**config.mk**
```make
export PLATFORM = sky130hd
export DESIGN_NAME = load_store_unit
export DESIGN_NICKNAME = d
export VERILOG_FILES = /design/src/rtl/load_store_unit.sv
export SDC_FILE = /design/constraint.sdc
export NUM_CORES = 1
export LEC_CHECK = 0
export BUFFER_PORTS_ARGS = -buffer_cell sky130_fd_sc_hd__clkbuf_2
export CORE_MARGIN = 3
export CORE_UTILIZATION = 55
export CTS_CLUSTER_SIZE = 20
export DETAILED_ROUTE_END_ITERATION = 8
export PLACE_DENSITY = 0.86
export SKIP_LAST_GASP = 1
export SYNTH_ARGS = -nofsm -noshare
export SYNTH_HDL_FRONTEND = slang
export SYNTH_SLANG_ARGS = --single-unit
```
**constraint.sdc**
```tcl
create_clock -name CLK -period 3.5 [get_ports CLK]
set_input_delay 0.35 -clock CLK [delete_from_list [all_inputs] [get_ports CLK]]
set_output_delay 0.35 -clock CLK [all_outputs]
set_load 0.03 [all_outputs]
```
**src/rtl/load_store_unit.sv**
```systemverilog
// Data-memory initiator: one load/store at a time, byte-to-word address conversion,
// lane extraction with sign/zero extension, and read-modify-write for sub-word stores.
module load_store_unit #(
    parameter int DEPTH_LOG2 = 5
) (
    input  logic        CLK,
    input  logic        RESET_N,
    input  logic        REQ,
    input  logic [2:0]  OP,
    input  logic [31:0] ADDR_IN,
    input  logic [31:0] STORE_DATA,
    output logic        BUSY,
    output logic        DONE,
    output logic        ERR,
    output logic [31:0] LOAD_DATA,
    output logic        MEM_READ,
    output logic        MEM_WRITE,
    output logic [31:0] MEM_ADDR,
    output logic [31:0] MEM_WDATA,
    input  logic [31:0] MEM_RDATA
);

    localparam logic [1:0] S_IDLE   = 2'd0;
    localparam logic [1:0] S_READ   = 2'd1;
    localparam logic [1:0] S_WRITE  = 2'd2;
    localparam logic [1:0] S_FINISH = 2'd3;

    localparam logic [2:0] OP_LB  = 3'd0;
    localparam logic [2:0] OP_LH  = 3'd1;
    localparam logic [2:0] OP_LW  = 3'd2;
    localparam logic [2:0] OP_LBU = 3'd3;
    localparam logic [2:0] OP_LHU = 3'd4;
    localparam logic [2:0] OP_SB  = 3'd5;
    localparam logic [2:0] OP_SH  = 3'd6;
    localparam logic [2:0] OP_SW  = 3'd7;

    logic [1:0]  r_state;
    logic [2:0]  r_op;
    logic [1:0]  r_lane;
    logic [15:0] r_sdata;
    logic        r_busy;
    logic        r_done;
    logic        r_err;
    logic        r_mem_read;
    logic        r_mem_write;
    logic [31:0] r_load_data;
    logic [31:0] r_mem_addr;
    logic [31:0] r_mem_wdata;

    logic        w_misaligned;
    logic        w_out_of_range;
    logic [31:0] w_hi_bits;
    logic [31:0] w_word_addr;
    logic [4:0]  w_shift;
    logic [7:0]  w_byte;
    logic [15:0] w_half;
    logic [31:0] w_load_val;
    logic [31:0] w_merged;

    always_comb begin
        w_misaligned = 1'b0;
        case (OP)
            OP_LW, OP_SW:         w_misaligned = (ADDR_IN[1:0] != 2'b00);
            OP_LH, OP_LHU, OP_SH: w_misaligned = ADDR_IN[0];
            default:              w_misaligned = 1'b0;
        endcase
        // Any address bit above the memory range is rejected rather than aliased.
        w_hi_bits      = ADDR_IN >> (DEPTH_LOG2 + 2);
        w_out_of_range = (w_hi_bits != '0);
        w_word_addr    = (ADDR_IN & ((32'd1 << (DEPTH_LOG2 + 2)) - 32'd1)) >> 2;
    end

    always_comb begin
        w_shift = {r_lane, 3'b000};
        w_byte  = 8'(MEM_RDATA >> w_shift);
        w_half  = r_lane[1] ? MEM_RDATA[31:16] : MEM_RDATA[15:0];
        case (r_op)
            OP_LB:   w_load_val = {{24{w_byte[7]}}, w_byte};
            OP_LH:   w_load_val = {{16{w_half[15]}}, w_half};
            OP_LBU:  w_load_val = {24'h0, w_byte};
            OP_LHU:  w_load_val = {16'h0, w_half};
            default: w_load_val = MEM_RDATA;
        endcase
        if (r_op == OP_SB) begin
            w_merged = (MEM_RDATA & ~(32'h0000_00FF << w_shift)) | ({24'h0, r_sdata[7:0]} << w_shift);
        end else begin
            w_merged = (MEM_RDATA & ~(32'h0000_FFFF << w_shift)) | ({16'h0, r_sdata} << w_shift);
        end
    end

    always_ff @(posedge CLK or negedge RESET_N) begin
        if (!RESET_N) begin
            r_state     <= S_IDLE;
            r_op        <= '0;
            r_lane      <= '0;
            r_sdata     <= '0;
            r_busy      <= 1'b0;
            r_done      <= 1'b0;
            r_err       <= 1'b0;
            r_mem_read  <= 1'b0;
            r_mem_write <= 1'b0;
            r_load_data <= '0;
            r_mem_addr  <= '0;
            r_mem_wdata <= '0;
        end else begin
            r_done      <= 1'b0;
            r_err       <= 1'b0;
            r_mem_read  <= 1'b0;
            r_mem_write <= 1'b0;
            case (r_state)
                S_IDLE: begin
                    if (REQ) begin
                        r_op    <= OP;
                        r_lane  <= ADDR_IN[1:0];
                        r_sdata <= STORE_DATA[15:0];
                        r_busy  <= 1'b1;
                        if (w_misaligned || w_out_of_range) begin
                            r_state <= S_FINISH;
                            r_done  <= 1'b1;
                            r_err   <= 1'b1;
                        end else begin
                            r_mem_addr <= w_word_addr;
                            if (OP == OP_SW) begin
                                r_state     <= S_WRITE;
                                r_mem_write <= 1'b1;
                                r_mem_wdata <= STORE_DATA;
                            end else begin
                                r_state    <= S_READ;
                                r_mem_read <= 1'b1;
                            end
                        end
                    end
                end
                S_READ: begin
                    if (r_op < OP_SB) begin
                        r_load_data <= w_load_val;
                        r_state     <= S_FINISH;
                        r_done      <= 1'b1;
                    end else begin
                        r_mem_wdata <= w_merged;
                        r_mem_write <= 1'b1;
                        r_state     <= S_WRITE;
                    end
                end
                S_WRITE: begin
                    r_state <= S_FINISH;
                    r_done  <= 1'b1;
                end
                default: begin
                    r_state <= S_IDLE;
                    r_busy  <= 1'b0;
                end
            endcase
        end
    end

    assign BUSY      = r_busy;
    assign DONE      = r_done;
    assign ERR       = r_err;
    assign LOAD_DATA = r_load_data;
    assign MEM_READ  = r_mem_read;
    assign MEM_WRITE = r_mem_write;
    assign MEM_ADDR  = r_mem_addr;
    assign MEM_WDATA = r_mem_wdata;

endmodule

```
Word-level counts from Yosys, hierarchy flattened. Index checks and enable logic that the tools add are counted. Widths: inputs -> output; s select.

Flip-flop bits (word level): 97. Bits of input ports: 102. Output and inout port bits: 101. Word-level logic and storage cells: 85.

Order comparisons: 1. Equal/unequal tests: 15. Shift operators: 5. Muxes and demuxes: 30. Bitwise logic cells: 8. Reduce and logical (&&, ||, !) cells: 14.

Operator list (count): $mux 32 (5); $pmux 32 s4 (1); $and 32x32->32 (2); $not 32->32 (2); $or 32x32->32 (2); $pmux 32 s2 (1); $reduce_bool 32->1 (1); $shl 16x5->32 (1); $shl 16x5->32 const A (1); $shl 8x5->32 (1); $shl 8x5->32 const A (1); $shr 32x5->8 (1); $mux 16 (1); $eq 3x3->1 const B (5); $mux 1 (14); $ne 2x2->1 const B (4); $eq 3x1->1 const B (2); $eq 3x2->1 const B (2); $mux 2 (3); $pmux 1 s2 (3); $pmux 2 s3 (1); $reduce_and 2->1 (3); $reduce_and 5->1 (1); $reduce_bool 2->1 (2); 11 further kinds (13).

Logic depth before layout (Yosys ltp). Gate-level depths: netlist (run 1).

Depth after elaboration: 7. Mapped depth: 9. Mapped depth without buffers: 7.

Least setup slack after synthesis (run 1). Ideal clock, no wire load.

Path kind: reg-to-reg. Start: register r_lane[0]. End: register r_mem_wdata[22], in the netlist MEM_WDATA[22]. Library setup time: 125 ps. Data arrival time: 1971 ps. Required time: 3375 ps. Path slack: 1404 ps. Stages on the path, launching flop included: 10. Buffers on the path: 2. Clock period less this slack: 2096 ps. Cells stage by stage: dfrtp_1 buf_6 buf_2 inv_1 ha_1 inv_1 a22o_1 a222oi_1 a21oi_1 mux2_2.

Cells in the longest elaborated chain, start to end: 7. Elaborated cells between the ends (all ways): 13. Those cells by class: shift: 4; mux: 3; bitwise: 6.

RTL lines: from (decl) (RTL line 39) `logic [1:0] r_lane;`; from (signal assigned) (RTL line 114) `r_lane <= ADDR_IN[1:0];`; $shl 16x5->32 / $shl 8x5->32 (equally long branches) (RTL line 87, 85); $not 32->32, on equally long branches (RTL line 87, 85); $and 32x32->32, on equally long branches (RTL line 87, 85); $or 32x32->32, on equally long branches (RTL line 87, 85); $mux 32 * (RTL line 84) `if (r_op == OP_SB) begin`; $mux 32 * (RTL line 135) `if (r_op < OP_SB) begin`; $pmux 32 s2 * (RTL line 110) `case (r_state)`; to (signal assigned) (RTL line 140) `r_mem_wdata <= w_merged;`; to (decl) (RTL line 48) `logic [31:0] r_mem_wdata;`.

Mark *: on every way between the ends. The rest lies on a longest branch, timed or not. The select of a mux whose other input is x is not followed. A chain may end at the register's enable or synchronous reset.

Worst setup path after layout (run 1).
Start: register r_lane[0]. End: register r_mem_wdata[18], in the netlist MEM_WDATA[18].

The elaborated chain is that of the path after synthesis.

==> results.ini, run 1 <==
[placement]
gp_congestion = 0.9281
portBuffers = 175
dp_worst_setup_slack_ns = 0.7954
hpwlAfterDp_um = 13050

[logic_synthesis]
netlist_instances = 627
synthesis.area_um2 = 5983
synth_edf_count = 0
yosysSeqAreaShare = 0.4057
synthFlopType = dfrtp_1
synth_seq_cells = 97
yosysWarnings = 0
yosys.area.top_type = dfrtp_1
synth_top_area_share = 0.4057
syn_avg_cell_area_um2 = 9.543
synth_cell_types = 49
synth.area.top_cells = dfrtp_1 (41%), mux2_2 (13%), nor2_1 (6.0%), a21oi_1 (5.6%), buf_4 (3.5%)
async_reset_ff_frac = 1.000

[layout]
nFillCells = 862
diodes = 0
layout_commonest_cell = clkbuf_2
drive_above_1_share = 0.3669
area_delta_synth_final_pct = 16.71
final_cell_mix = clkbuf_2 (174), dfrtp_1 (97), nor2_1 (95)
nets = 891

[routing]
via_count = 5544
via_per_inst = 6.020
drc = 0
drt_wl_total_um = 16930
avgRoutedWirePerCell_um = 18.38
ant_nets = 0
drt_iter0_drc = 643
first_pass_iters = 6

[setup_path]
worstPathRequired_ns = 3.81
cp_data_arrival_time_ns = 3.16
critPathKind = reg2reg
worst-path-max-fanout = 26
worstSetupEndpointType = register
crit_path_start_kind = register

[sta]
finalSetupViolCount = 0
finalMaxSlewViolations = 0
finalHoldViolCount = 0
fin_setup_tns_ns = 0
tightest_slew_ns = 0.9959
final.min_clock_period_ns = 2.851
worst_slew_margin_rel = 0.3345
fin_skew_ns = 0.01299
fmax_mhz = 350.7
rsz0062_at_grt = false
fin_crit_sh = 0.8147
final.setup.worst_slack_ns = 0.6485

[clocking]
cts_root_buf = clkbuf_8
cts_resized = 0
clock_latency_ns = 0.37
cts_sinks = 97
cts_setup_buffers = 0
cts_buffers = 9
clk_path_buf_depth = 2
clkTransAtPathRegs_ns = 0.10
cts_tree = done
ctsHoldBuffers = 0
htreeDepth = 3

[job]
maxCapViolCount = 0

[floorplanning]
placementRows = 37
start_util = 0.5719
chipHeight_um = 110.3
die_w_um = 110.3
dieArea_um2 = 12170
io_pins = 203
core_area_um2 = 10460

[global_route]
grt_use_total = 0.2749
antenna_found_initial = 0
grt_use_met2 = 0.4272
grt_pass1_vias = 5187
grt_use_met1 = 0.3737
grt_busiest_layer = met2
use_met3 = 0.05999
grt_overflow_total = 0
grt_first_pass_wirelength_um = 25740
grt_max_degree = 73

[pwr]
power.density_nw_per_um2 = 1083
ir_worst_vdd_v = 0.0005579
leakage_nw = 3.387

[worst_hold_path]
hold_class = in2async

[outcome]
status = finished clean

sequential cells by signal, indices dropped and copies added (netlist names):
| name | flops |
|---|---|
| MEM_READ | 1 |
| MEM_WRITE | 1 |
| BUSY | 1 |
| MEM_WDATA | 32 |
| LOAD_DATA | 32 |
| r_state | 2 |
| DONE | 1 |
| ERR | 1 |
| MEM_ADDR | 5 |
| r_lane | 2 |
| r_sdata | 16 |
| r_op | 3 |
final cells by class:
| type | instances | area [um^2] | share of cell area |
|---|---|---|---|
| clock buffers | 10 | 137.6 | 0.01971 |
| clock inverters | 5 | 56.30 | 0.008063 |
| inverters | 12 | 45.04 | 0.006450 |
| multi-input cells | 477 | 3201 | 0.4583 |
| flip-flops and latches | 97 | 2427 | 0.3476 |
| well taps | 136 | 170.2 | 0.02437 |
| repair buffers | 184 | 945.9 | 0.1355 |
synth_stat cells, types with 2 or more instances:
master / n
a211oi_1: 2
a21o_1: 8
a21oi_1: 67
a21oi_2: 10
a221oi_1: 16
a222oi_1: 7
a22o_1: 8
a32o_1: 8
and2_1: 2
buf_1: 2
buf_2: 6
buf_4: 28
buf_6: 4
clkbuf_1: 26
dfrtp_1: 97
ha_1: 8
inv_1: 11
mux2_2: 70
mux2i_1: 19
nand2_1: 37
nand2b_1: 12
nand3_1: 11
nor2_1: 95
nor2b_1: 10
nor3_1: 3
nor3b_1: 2
nor4_1: 5
o21a_1: 2
o21ai_0: 12
o21ai_1: 2
o22ai_1: 11
o31ai_1: 8
xor2_1: 2
routing by layer:
layer | up-vias | wire length [um]
li1 | 2508 | -
met1 | 2622 | 6804
met2 | 356 | 7670
met3 | 58 | 1881
met4 | 0 | 573
met5 | - | 0
stage by stage:
stage               utilization  power (mW)  area, um^2  hold slack [ns]  cells
finish                   0.6674       7.563        6983          0.09865    921
global route             0.6674       8.049        6983           0.1634    921
CTS                      0.6674       7.530        6983           0.1332    921
detailed placement       0.6489       6.789        6789           0.4801    906
global placement         0.6489       6.558        6789           0.4718    906
floorplan                     -       5.676        6081          0.05441    653
kinds of logic (layout without fill, tap and decap cells):
family | after synthesis | in the layout | share of synthesized area
mux | 91 | 91 | 0.1692
other cells | 1 | 27 | 0.0006268
buf+inv | 79 | 211 | 0.07612
fa+ha+maj | 8 | 8 | 0.01673
xor+xnor | 2 | 2 | 0.002928
compound gates | 166 | 166 | 0.1899
flops | 97 | 97 | 0.4057
simple gates | 183 | 183 | 0.1389
final timing paths:
check	from	endpoint	slack [ns]	cells after the start
max in group asynchronous	RESET_N	LOAD_DATA[19]	2.65	2
hold reg to reg	LOAD_DATA[13]	LOAD_DATA[13]	0.50	2
min in group CLK	ADDR_IN[2]	MEM_ADDR[0]	0.21	2
setup reg to reg	r_lane[0]	MEM_WDATA[18]	0.65	6
setup / recovery	r_lane[0]	MEM_WDATA[18]	0.65	6
hold / removal	RESET_N	LOAD_DATA[3]	0.1	1
worst max-delay path: stages, from the launching register on:
cell and delay (ns):
dfrtp_1 0.98, inv_1 0.21, ha_1 0.31, nor4b_2 0.68, a222oi_1 0.23, a21oi_1 0.22
mux2_2 0.17
power by group:
part	total, mW	internal [mW]	switching, mW	leakage (nW)
registers	2.16	1.67	0.497	1.15
logic	4.66	1.78	2.88	2.14
clock network	0.741	0.345	0.396	0.0981
total	7.56	3.79	3.77	3.39
No activity file was read; power rests on OpenSTA's default activity.
==> run 2, diff against run 1 <==
- ABC_AREA: default -> 1
- CORE_UTILIZATION: 55 -> 47
- PLACE_DENSITY: 0.86 -> 0.78
- clock period: 3.5 -> 2.6 ns (I/O delays scaled with it)
==> run 2 against run 1 <==
Effect of this change:
- area after synthesis is 4.7% higher
- clock-buffer cell count stayed put
- sequential share of layout area shrank 2.4 points
- first-iteration DRC count is 19% lower
- via count up 22%
- largest power group unchanged
==> results.ini, run 2 <==
[logic_synthesis]
yosys.area.top_type = dfrtp_1
synthFlopType = dfrtp_1
yosys.cell_count.top_type = nand2_1
synthesis.area_um2 = 6264  ; +4.7%
yosysWarnings = 0  ; unchanged
synth_top_area_share = 0.3875  ; -0.01815
async_reset_ff_frac = 1.000  ; unchanged
synth_edf_count = 0  ; unchanged
yosysSeqAreaShare = 0.3875  ; -0.01815
netlist_instances = 955  ; +52%
syn_avg_cell_area_um2 = 6.559  ; -31%
synth_cell_types = 26  ; -47%
synth.area.top_cells = dfrtp_1 (39%), nand2_1 (23%), nand3_1 (7.1%), o21ai_0 (6.6%), inv_1 (4.7%)
ys_top_cells_by_count = nand2_1 (389), dfrtp_1 (97), nand3_1 (89)
synth_seq_cells = 97  ; unchanged

[setup_path]
worst-path-max-fanout = 18  ; -31%
critical_path.startpoint = r_op[2]
reg2reg_from = r_op[2]
critPathKind = reg2reg
worstSetupEndpointType = register
worstPathRequired_ns = 2.89  ; -0.92 ns
crit_path_start_kind = register
cp_data_arrival_time_ns = 2.46  ; -0.70 ns

[routing]
drc = 0  ; unchanged
first_pass_iters = 5  ; -1
drt_wl_total_um = 20060  ; +18%
avgRoutedWirePerCell_um = 15.64  ; -15%
ant_nets = 0  ; unchanged
via_per_inst = 5.295  ; -12%
drt_iter0_drc = 519  ; -19%
via_count = 6788  ; +22%

[floorplanning]
chipHeight_um = 121.4  ; +10%
dieArea_um2 = 14750  ; +21%
io_pins = 203  ; unchanged
core_area_um2 = 12820  ; +23%
die_w_um = 121.4  ; +10%
placementRows = 41  ; +11%
start_util = 0.4884  ; -0.08348

[outcome]
status = finished clean

[layout]
diodes = 0  ; unchanged
layout_commonest_cell = nand2_1
drive_above_1_share = 0.1991  ; -0.1678
final_cell_mix = nand2_1 (389), clkbuf_2 (174), dfrtp_1 (97)
area_delta_synth_final_pct = 19.94
nets = 1216  ; +36%

[worst_hold_path]
hold_class = in2reg
min_from = STORE_DATA[10]

[placement]
portBuffers = 175  ; unchanged
hpwlAfterDp_um = 15340  ; +18%
gp_congestion = 1.008  ; +8.6%

[clocking]
clkTransAtPathRegs_ns = 0.07  ; -0.03 ns
clk_path_buf_depth = 2  ; unchanged
clock_latency_ns = 0.35  ; -0.02 ns
cts_sinks = 97  ; unchanged
cts_buffers = 9  ; unchanged
cts_root_buf = clkbuf_16
cts_tree = done
htreeDepth = 3  ; unchanged

[global_route]
antenna_found_initial = 0  ; unchanged
grt_max_degree = 56  ; -23%
grt_overflow_total = 0  ; unchanged
grt_first_pass_wirelength_um = 31750  ; +23%
grt_use_total = 0.2749  ; about the same
grt_pass1_vias = 6077  ; +17%

[sta]
fin_crit_sh = 0.8366  ; +0.02185
worst_slew_margin_rel = 0.5305  ; +0.1961
finalMaxSlewViolations = 0  ; unchanged
fmax_mhz = 459.8  ; +31%
fin_setup_tns_ns = 0  ; unchanged
finalSetupViolCount = 0  ; unchanged
fin_skew_ns = 0.006532  ; -0.006454 ns
final.min_clock_period_ns = 2.175  ; -0.6764 ns
rsz0062_at_grt = false
finalHoldViolCount = 0  ; unchanged
holdWs_ns = 0.1290  ; +0.03037 ns
tightest_slew_ns = 0.6995  ; -0.2964 ns

[pwr]
power.density_nw_per_um2 = 1419  ; +31%
leakage_nw = 4.291  ; +27%
ir_worst_vdd_v = 0.0007705  ; +38%
power.total_mw = 10.66  ; +41%

[job]
maxCapViolCount = 0  ; unchanged

-- run 2: stage by stage --
step | worst slack (ns) | cell area [um^2] | cells | utilization
floorplan | 0.7657 | 6361 | 981 | -
global placement | 0.6009 | 7192 | 1266 | 0.5608
detailed placement | 0.5895 | 7192 | 1266 | 0.5608
finish | 0.4250 | 7512 | 1282 | 0.5858
global route | 0.3463 | 7512 | 1282 | 0.5858
CTS | 0.5909 | 7512 | 1282 | 0.5858
-- run 2: critical path, cell delays in order (launching register included) --
cell	delay, ns
dfrtp_1	0.46
nand3_1	0.56
inv_2	0.52
a21oi_1	0.14
nand2_1	0.14
nand2_1	0.06
nand2_1	0.07
nand3_1	0.07
nand2_1	0.09
-- run 2: layout make-up --
type	instances	area [um^2]
multi-input combinational	718	3184
clock buffer	10	229.0
tap	172	215.2
fill	1306	5313
inverter	85	319.1
clock inverter	5	81.33
sequential	97	2427
timing repair buffer	195	1056
-- run 2: metal layers --
layer	global-route usage	vias to the layer above	wire, um
met3	0.05221	68	1938
li1	-	3294	-
met1	0.3799	3050	8361
met4	0.1394	0	939
met5	0	-	0
met2	0.4107	376	8815
-- run 2: final timing paths --
path	end	slack (ns)	depth (start not counted)
max in group asynchronous	MEM_WDATA[6]	1.46	3
setup / recovery	MEM_WDATA[22]	0.42	8
min in group asynchronous	LOAD_DATA[13]	0.45	2
hold reg to reg	MEM_WDATA[28]	0.47	2
hold / removal	r_sdata[10]	0.13	3
setup reg to reg	MEM_WDATA[22]	0.42	8
-- run 2: logic make-up after synthesis --
logic type	after synthesis	synth area share
DFF	97	0.3875
and+or+nand+nor	528	0.3382
adders and majority gates	8	0.01598
AOI/OAI and AO/OA	155	0.1380
buffers and inverters	166	0.1197
other	1	0.0005987
-- run 2: timing repair --
| item | in CTS | in global routing |
|---|---|---|
| setup buffers | 0 | 0 |
| endpoints found under the hold margin | 42 | 0 |
| hold buffers | 1 | 0 |
| resized for setup | 0 | 0 |
-- run 2: power breakdown --
part	leakage, nW	internal [mW]	switching, mW
logic	2.95	1.95	4.60
clock network	0.149	0.838	0.583
registers	1.19	2.23	0.464
total	4.29	5.01	5.65
